[src/rtl/rx_byte_packer.sv]
// Packs the decoded byte stream into 64-bit header/payload/status words behind a FWFT FIFO.
// Define RX_PKT_SN_EN to carry a packet sequence number in header bits [47:32].
module rx_byte_packer #(
    parameter int FIFO_DEPTH = 16,
    parameter int FIFO_AW    = 4
) (
    input  logic               clock,
    input  logic               reset,
    input  logic               enable,
    input  logic               pkt_header_valid_strobe,
    input  logic [15:0]        pkt_len,
    input  logic [7:0]         byte_in,
    input  logic               byte_in_strobe,
    input  logic               fcs_out_strobe,
    input  logic               fcs_ok,
    output logic [63:0]        word_out,
    output logic               word_out_valid,
    input  logic               word_out_ready,
    output logic               word_out_last,
    output logic               overflow,
    output logic [FIFO_AW:0]   fifo_count
);

    typedef enum logic [2:0] {
        S_IDLE,
        S_PACK,
        S_FLUSH,
        S_STATUS,
        S_ABORT,
        S_HEADER
    } state_t;

    localparam logic [FIFO_AW:0] DEPTH_C = FIFO_DEPTH[FIFO_AW:0];

    state_t      state;
    logic [2:0]  lane_idx;
    logic [63:0] asm_word;
    logic [15:0] byte_cnt;
    logic [15:0] cur_len;
    logic        hdr_pend;
    logic        fcs_ok_q;
    logic        push_req;
    logic [63:0] push_word;
    logic        push_last;

    logic hdr_stb;
    logic byte_stb;
    logic fcs_stb;

    assign hdr_stb  = enable & pkt_header_valid_strobe;
    assign byte_stb = enable & byte_in_strobe;
    assign fcs_stb  = enable & fcs_out_strobe;

    logic [15:0] sn_val;

`ifdef RX_PKT_SN_EN
    logic hdr_fire;

    assign hdr_fire = (state == S_IDLE && hdr_stb) || state == S_HEADER;
    always_ff @(posedge clock or posedge reset) begin
        if (reset) begin
            sn_val <= '0;
        end else if (hdr_fire) begin
            sn_val <= sn_val + 16'd1;
        end
    end
`else
    assign sn_val = '0;
`endif

    function automatic logic [63:0] hdr_word(input logic [15:0] len,
                                             input logic [15:0] sn);
        return {16'h0, sn, 16'h0, len};
    endfunction

    function automatic logic [63:0] stat_word(input logic ok,
                                              input logic abrt,
                                              input logic [15:0] cnt);
        return {ok, abrt, 46'h0, cnt};
    endfunction

    always_ff @(posedge clock or posedge reset) begin
        if (reset) begin
            state     <= S_IDLE;
            lane_idx  <= '0;
            asm_word  <= '0;
            byte_cnt  <= '0;
            cur_len   <= '0;
            hdr_pend  <= 1'b0;
            fcs_ok_q  <= 1'b0;
            push_req  <= 1'b0;
            push_word <= '0;
            push_last <= 1'b0;
        end else begin
            push_req  <= 1'b0;
            push_last <= 1'b0;
            unique case (state)
                S_IDLE: begin
                    if (hdr_stb) begin
                        cur_len   <= pkt_len;
                        push_req  <= 1'b1;
                        push_word <= hdr_word(pkt_len, sn_val);
                        byte_cnt  <= '0;
                        lane_idx  <= '0;
                        asm_word  <= '0;
                        state     <= S_PACK;
                    end
                end
                S_PACK: begin
                    if (hdr_stb) begin
                        // New header mid-packet: drop the partial word
                        cur_len  <= pkt_len;
                        asm_word <= '0;
                        lane_idx <= '0;
                        state    <= S_ABORT;
                    end else begin
                        if (byte_stb) begin
                            if (byte_cnt != 16'hFFFF) begin
                                byte_cnt <= byte_cnt + 16'd1;
                            end
                            if (lane_idx == 3'd7) begin
                                push_req  <= 1'b1;
                                push_word <= {byte_in, asm_word[55:0]};
                                asm_word  <= '0;
                                lane_idx  <= '0;
                            end else begin
                                asm_word[{lane_idx, 3'b000} +: 8] <= byte_in;
                                lane_idx <= lane_idx + 3'd1;
                            end
                        end
                        if (fcs_stb) begin
                            fcs_ok_q <= fcs_ok;
                            state    <= S_FLUSH;
                        end
                    end
                end
                S_FLUSH: begin
                    if (hdr_stb) begin
                        hdr_pend <= 1'b1;
                        cur_len  <= pkt_len;
                    end
                    if (lane_idx != 3'd0) begin
                        push_req  <= 1'b1;
                        push_word <= asm_word;
                    end
                    asm_word <= '0;
                    lane_idx <= '0;
                    state    <= S_STATUS;
                end
                S_STATUS: begin
                    push_req  <= 1'b1;
                    push_last <= 1'b1;
                    push_word <= stat_word(fcs_ok_q, 1'b0, byte_cnt);
                    hdr_pend  <= 1'b0;
                    if (hdr_stb) begin
                        cur_len <= pkt_len;
                    end
                    state <= (hdr_stb || hdr_pend) ? S_HEADER : S_IDLE;
                end
                S_ABORT: begin
                    push_req  <= 1'b1;
                    push_last <= 1'b1;
                    push_word <= stat_word(1'b0, 1'b1, byte_cnt);
                    if (hdr_stb) begin
                        cur_len <= pkt_len;
                    end
                    state <= S_HEADER;
                end
                S_HEADER: begin
                    push_req  <= 1'b1;
                    push_word <= hdr_word(cur_len, sn_val);
                    byte_cnt  <= '0;
                    lane_idx  <= '0;
                    asm_word  <= '0;
                    state     <= S_PACK;
                end
                default: state <= S_IDLE;
            endcase
        end
    end

    logic [64:0]        mem [FIFO_DEPTH];
    logic [FIFO_AW-1:0] wr_ptr;
    logic [FIFO_AW-1:0] rd_ptr;
    logic [FIFO_AW:0]   count;
    logic               full;
    logic               pop;
    logic               wr_ok;

    assign full  = count == DEPTH_C;
    assign pop   = word_out_valid & word_out_ready;
    // A full FIFO still accepts a push when the same cycle pops
    assign wr_ok = push_req & (~full | pop);

    always_ff @(posedge clock) begin
        if (wr_ok) begin
            mem[wr_ptr] <= {push_last, push_word};
        end
    end

    always_ff @(posedge clock or posedge reset) begin
        if (reset) begin
            wr_ptr   <= '0;
            rd_ptr   <= '0;
            count    <= '0;
            overflow <= 1'b0;
        end else begin
            if (wr_ok) begin
                wr_ptr <= wr_ptr + 1'b1;
            end
            if (pop) begin
                rd_ptr <= rd_ptr + 1'b1;
            end
            if (wr_ok && !pop) begin
                count <= count + 1'b1;
            end else if (pop && !wr_ok) begin
                count <= count - 1'b1;
            end
            if (push_req && !wr_ok) begin
                overflow <= 1'b1;
            end
        end
    end

    assign word_out_valid = count != '0;
    assign {word_out_last, word_out} = word_out_valid ? mem[rd_ptr] : 65'h0;
    assign fifo_count = count;

endmodule

[config.mk]
export PLATFORM = sky130hd
export DESIGN_NAME = rx_byte_packer
export DESIGN_NICKNAME = d
export VERILOG_FILES = /design/src/rtl/rx_byte_packer.sv
export SDC_FILE = /design/constraint.sdc
export NUM_CORES = 1
export LEC_CHECK = 0
export ABC_AREA = 1
export BUFFER_PORTS_ARGS = -buffer_cell sky130_fd_sc_hd__clkbuf_2
export CAP_MARGIN = 40
export CELL_PAD_IN_SITES_DETAIL_PLACEMENT = 1
export CELL_PAD_IN_SITES_GLOBAL_PLACEMENT = 1
export CORE_MARGIN = 4
export CORE_UTILIZATION = 45
export DETAILED_ROUTE_END_ITERATION = 10
export GPL_ROUTABILITY_DRIVEN = 0
export PLACE_DENSITY_LB_ADDON = 0.25
export SETUP_SLACK_MARGIN = 0.5
export SKIP_LAST_GASP = 1
export SLEW_MARGIN = 10
export SYNTH_ARGS = -nofsm -noshare
export SYNTH_HDL_FRONTEND = slang
export SYNTH_SLANG_ARGS = --single-unit
[constraint.sdc]
create_clock -name clock -period 8.1 [get_ports clock]
set_clock_uncertainty 0.1 [all_clocks]
set_input_delay 1.62 -clock clock [delete_from_list [all_inputs] [get_ports clock]]
set_output_delay 1.62 -clock clock [all_outputs]
set_load 0.05 [all_outputs]
Word-level counts from Yosys, hierarchy flattened. Memory sizes are Yosys's and may differ from the RTL's. Index checks and enable logic that the tools add are counted. Widths: inputs -> output; s select.

$add $sub $neg: 7. $mul: 0. Div/mod/pow operators: 0. Magnitude comparators: 0. Equality and inequality tests: 17. Shift-type cells: 2. Multiplexer cells: 41. Bitwise gates (word level): 8. Reduce and logical (&&, ||, !) cells: 25.

Operator list (number): $mux 64 (9); $pmux 64 s6 (1); $pmux 64 s3 (1); $mux 65 (1); $bwmux 64 (1); $mux 16 (4); $shift 8x8->64 const A (1); $shiftx 8x8->64 (1); $pmux 16 s3 (1); $mux 3 (8); $pmux 3 s6 (1); $add 16x1->16 const B (1); $ne 16x16->1 const B (1); $ne 2x2->1 const B (7); $mux 5 (2); $eq 3x3->1 const B (3); $mux 1 (9); $pmux 3 s3 (1); $reduce_bool 3->1 (3); $add 4x1->4 const B (2); $neg 6->8 (1); $eq 3x2->1 const B (2); $ne 3x3->1 const B (2); $reduce_and 2->1 (3); other kinds (23) (34).

Register bits after elaboration: 184. Bits in latches: 0. Bits in writable memories: 1040. Memory bits (read-only): 0. Input port bits: 32. Output and inout bits: 72. Memories: 1.

Memory list: mem (depth 16, bits a word 65, rd ports 1, clocked after Yosys merged registers in 0, write ports 1, RTL line 182) `logic [64:0] mem [FIFO_DEPTH];`.

Longest topological paths before layout.
Depth after elaboration: 8. Depth in mapped cells: 14. Depth with buffers taken out: 14.

Worst setup path after synthesis. Ideal clock, no wire load.

Kind: input-to-reg. Start point: input word_out_ready. End point: memory mem[0][0], enable pin. Setup time: 489 ps. Arrival time: 4941 ps. Data required time: 7511 ps. Path slack: 2571 ps. Stages: 5. Path buffers: 1. Cells stage by stage: nor3_1 -> nor2_1 -> clkbuf_1 -> nand2_1 -> nor2_1.

Cells in the longest elaborated chain, start to end: 5.

RTL lines: from (decl) (RTL line 18) `input logic word_out_ready,`; $and 1x1->1 (RTL line 191) `assign pop = word_out_valid & word_out_ready;`; $or 1x1->1 (RTL line 193) `assign wr_ok = push_req & (~full | pop);`; $and 1x1->1 (RTL line 193); via wr_ok (RTL line 188) `logic wr_ok;`; $mux 1 (RTL line 196) `if (wr_ok) begin`; $mux 1 (implied by the code) (RTL line 197) `mem[wr_ptr] <= {push_last, push_word};`; to (decl) (RTL line 182).

The timed path passes the listed nets, and every way through them passes these cells.

Worst setup path after layout.
Start point: register rd_ptr[1]. End point: output word_out[62].

Cells in the longest elaborated chain, start to end: 2.

RTL lines: from (decl) (RTL line 184) `logic [FIFO_AW-1:0] rd_ptr;`; from (signal assigned) (RTL line 212) `rd_ptr <= rd_ptr + 1'b1;`; $mem_v2 16x65; $mux 65 (RTL line 226) `assign {word_out_last, word_out} = word_out_valid ? mem[rd_ptr] : 65'h0;`; to (decl) (RTL line 16) `output logic [63:0] word_out,`.

Every way passes these cells.

==> out/metrics.cfg <==
[run_status]
outcome = complete, no violations

[drt]
viasPerCell = 5.55
detail-route-antenna-nets = 0
drt_iter0_drc = 3481
post-route-drc-count = 0
wl_per_cell_um = 23.7
drt_wl_total_mm = 157
firstDrtPassIters = 6
vias = 36900

[finish]
area_growth_pct = 12.4
utilization = 0.509
nNetsFinal = 5062
drive_above_1_share = 0.0860

[power_and_ir_drop]
ir_worst_vdd_uv = 259
power_density_nw_per_um2 = 399
p_seq_frac = 0.359
finalPower_w = 0.0232
switching_share = 0.429
power.share.clock = 0.260
internal-power_w = 0.0133
p_leak_nw = 23.8
switchingPower_w = 0.00995
comb_power_share = 0.380

[timing]
fmax_mhz = 165
setup_viol_count_final = 0
slew_headroom = 0.336
tns_ps = 0
rsz0062_at_grt = false
fin_crit_sh = 0.748
post-route-min-period_ps = 6060
drv_slew = 0
final_hold_viol_count = 0
tightest_slew_ps = 996

[synthesis]
synth-async-reset-ratio = 0.150
synthCells = 4976
synth_fp_nets = 5026
avgSynthCellArea_um2 = 10.4
synth.distinct_cells = 40
synth_edf_count = 1040
ys_warn_count = 0
syn-cell-area_um2 = 51700
yosys_register_bits = 1224
ys.flop_type = edfxtp_1
ys_seq_area_frac = 0.693

[floorplanning]
die_h_um = 347
die_w_um = 347
design.portCount = 104
core_um2 = 114000
die_area_um2 = 120000
initial_core_util = 0.453
placementRows = 124

[flow_run]
maxCapViolCount = 0

[global_route]
first_global_vias = 38900
grt_pass1_wl_mm = 240
grt_use_total = 0.260
grt_max_degree = 167
gr-total-overflow = 0
antenna_found_initial = 5

[worst_setup_path]
crit_buf_inv = 3
arrival_ps = 4340
slowest_delay_ps = 800
cp_top_family = buffers and inverters
endpoint_kind = primary output
critPathSlowestCell = dfrtp_4
crit_required_ps = 6380
worst_path_most_repeated_cell = nand3_1
path_max_fanout = 68
criticalPathCategory = reg -> out
worstSetupStartpointType = register
crit_path_cell_trace = buf_4 > buf_4 > nand3_1 > nand3_1 > nand3_1 > a21oi_1 > clkbuf_2

[clock_network]
clockBufferDepth = 3
cts-root-buf = clkbuf_16
hold_buffers = 0
clock_latency_ps = 750
tritoncts.num_buffers = 133
clkTransAtPathRegs_ps = 60
cts_resized = 0
post-cts-setup-buffers = 0
cts.sinks = 1224
h-tree-depth = 4
cts_tree = yes

[place]
dp.final_hpwl_mm = 86.4
io_buffers = 103

[min_path]
hold_path_class = reg -> reg

## placed cells by master (no fill, tap or decap), types with 5 or more instances in the layout
cell        Yosys  final
nand2_1      2158   2157
edfxtp_1     1040   1040
nand3_1       538    538
nor2_1        241    225
inv_1         202    199
dfrtp_1       184    180
clkbuf_16       0    137
o21ai_0       127    127
clkbuf_2        0    103
a21oi_1        78     78
buf_4          22     42
clkbuf_1      122     24
nand4_1        23     23
clkinv_1        2     23
clkinv_2        0     23
o21ai_1        20     20
nor2_4          4     20
ha_1           17     17
mux2_2         16     16
buf_12          0     16
inv_6           0     11
bufinv_16       0     10
clkbuf_8        0      9
nand2_2         8      8
xor2_1          7      7
diode_2         0      5
inv_2           7      5
nor3_1          5      5
o21ai_2         5      5
clkinvlp_4      0      5
## metal layers
| metal | share of wire | GRT usage |
|---|---|---|
| met1 | 0.43 | 0.359 |
| met2 | 0.49 | 0.437 |
| met3 | 0.057 | 0.0357 |
| met4 | 0.023 | 0.0699 |
| met5 | 0.000089 | 0 |
## kinds of logic after synthesis
logic type                 Yosys count  synth area share
and+or+nand+nor                   2993             0.234
DFF                               1224             0.693
buffers and inverters              478            0.0394
AOI/OAI and AO/OA                  236            0.0236
adders and majority gates           18           0.00450
muxes                               16           0.00349
xor gates and xnor gates            11           0.00186
## cell type report
cell class                      count  area, µm²
Multi-Input combinational cell   3274      14000
Clock inverter                     72        656
Clock buffer                      170       3640
Sequential cell                  1224      35800
Inverter                          212        831
Fill cell                       12400      56100
Timing Repair Buffer              167       1290
Tap cell                         1512       1890
Antenna cell                        5       12.5
## path summary, 6_finish.rpt
kind	end	depth (start not counted)	start	slack [ps]
hold reg to reg	overflow	1	overflow	380
hold / removal	overflow	1	overflow	380
min in group asynchronous	fifo_count[3]	2	reset	680
max in group asynchronous	push_last	4	reset	6280
setup / recovery	word_out[62]	7	rd_ptr[1]	2040
setup reg to reg	mem[12][21]	8	fifo_count[0]	4260
## flip-flops by register name (all words and copies together), names as in the netlist
signal and count:
mem 1040, asm_word 64, push_word 64, byte_cnt 16, cur_len 16, fifo_count 5
rd_ptr 4, wr_ptr 4, lane_idx 3, state 3, fcs_ok_q 1, hdr_pend 1
overflow 1, push_last 1, push_req 1
## synth_stat cells, types with 2 or more instances
| cell type | instances | area (µm²) |
|---|---|---|
| o21bai_1 | 3 | 22.5 |
| ha_1 | 17 | 213 |
| nand3_1 | 538 | 2690 |
| buf_6 | 7 | 78.8 |
| o21ai_2 | 5 | 43.8 |
| clkbuf_1 | 122 | 458 |
| nand3_2 | 2 | 20.0 |
| buf_4 | 22 | 165 |
| edfxtp_1 | 1040 | 31200 |
| a21oi_1 | 78 | 390 |
| buf_2 | 83 | 415 |
| nor2_2 | 4 | 25.0 |
| nand3b_1 | 4 | 30.0 |
| nand2_2 | 8 | 50.1 |
| o21ai_1 | 20 | 100 |
| clkinv_1 | 2 | 7.51 |
| nand2_1 | 2158 | 8100 |
| nor3_1 | 5 | 25.0 |
| nor2_1 | 241 | 905 |
| mux2_2 | 16 | 180 |
| xor2_1 | 7 | 61.3 |
| inv_2 | 7 | 26.3 |
| dfrtp_1 | 184 | 4600 |
| nor2_4 | 4 | 45.0 |
| buf_1 | 32 | 120 |
| xnor2_1 | 4 | 35.0 |
| inv_1 | 202 | 758 |
| nand4_1 | 23 | 144 |
| o21ai_0 | 127 | 636 |
## stage by stage
stage,hold WS (ps),setup slack [ps],area (µm²),instances
2_1_floorplan,342,1380,51700,4976
3_3_place_gp,356,2700,53600,6378
3_5_place_dp,362,2900,53800,6388
4_1_cts,379,2080,58100,6630
5_1_grt,403,1920,58100,6634
6_report,380,2040,58100,6636
## power by group through the flow
stage / logic (W) / registers, W / clock network (W)
2_1_floorplan: 0.00612 / 0.00823 / 0
3_3_place_gp: 0.00847 / 0.00847 / 0
3_5_place_dp: 0.00878 / 0.00846 / 0
4_1_cts: 0.00886 / 0.00833 / 0.00613
5_1_grt: 0.00963 / 0.00842 / 0.00640
6_report: 0.00883 / 0.00834 / 0.00604
No activity file was read; power rests on OpenSTA's default activity.
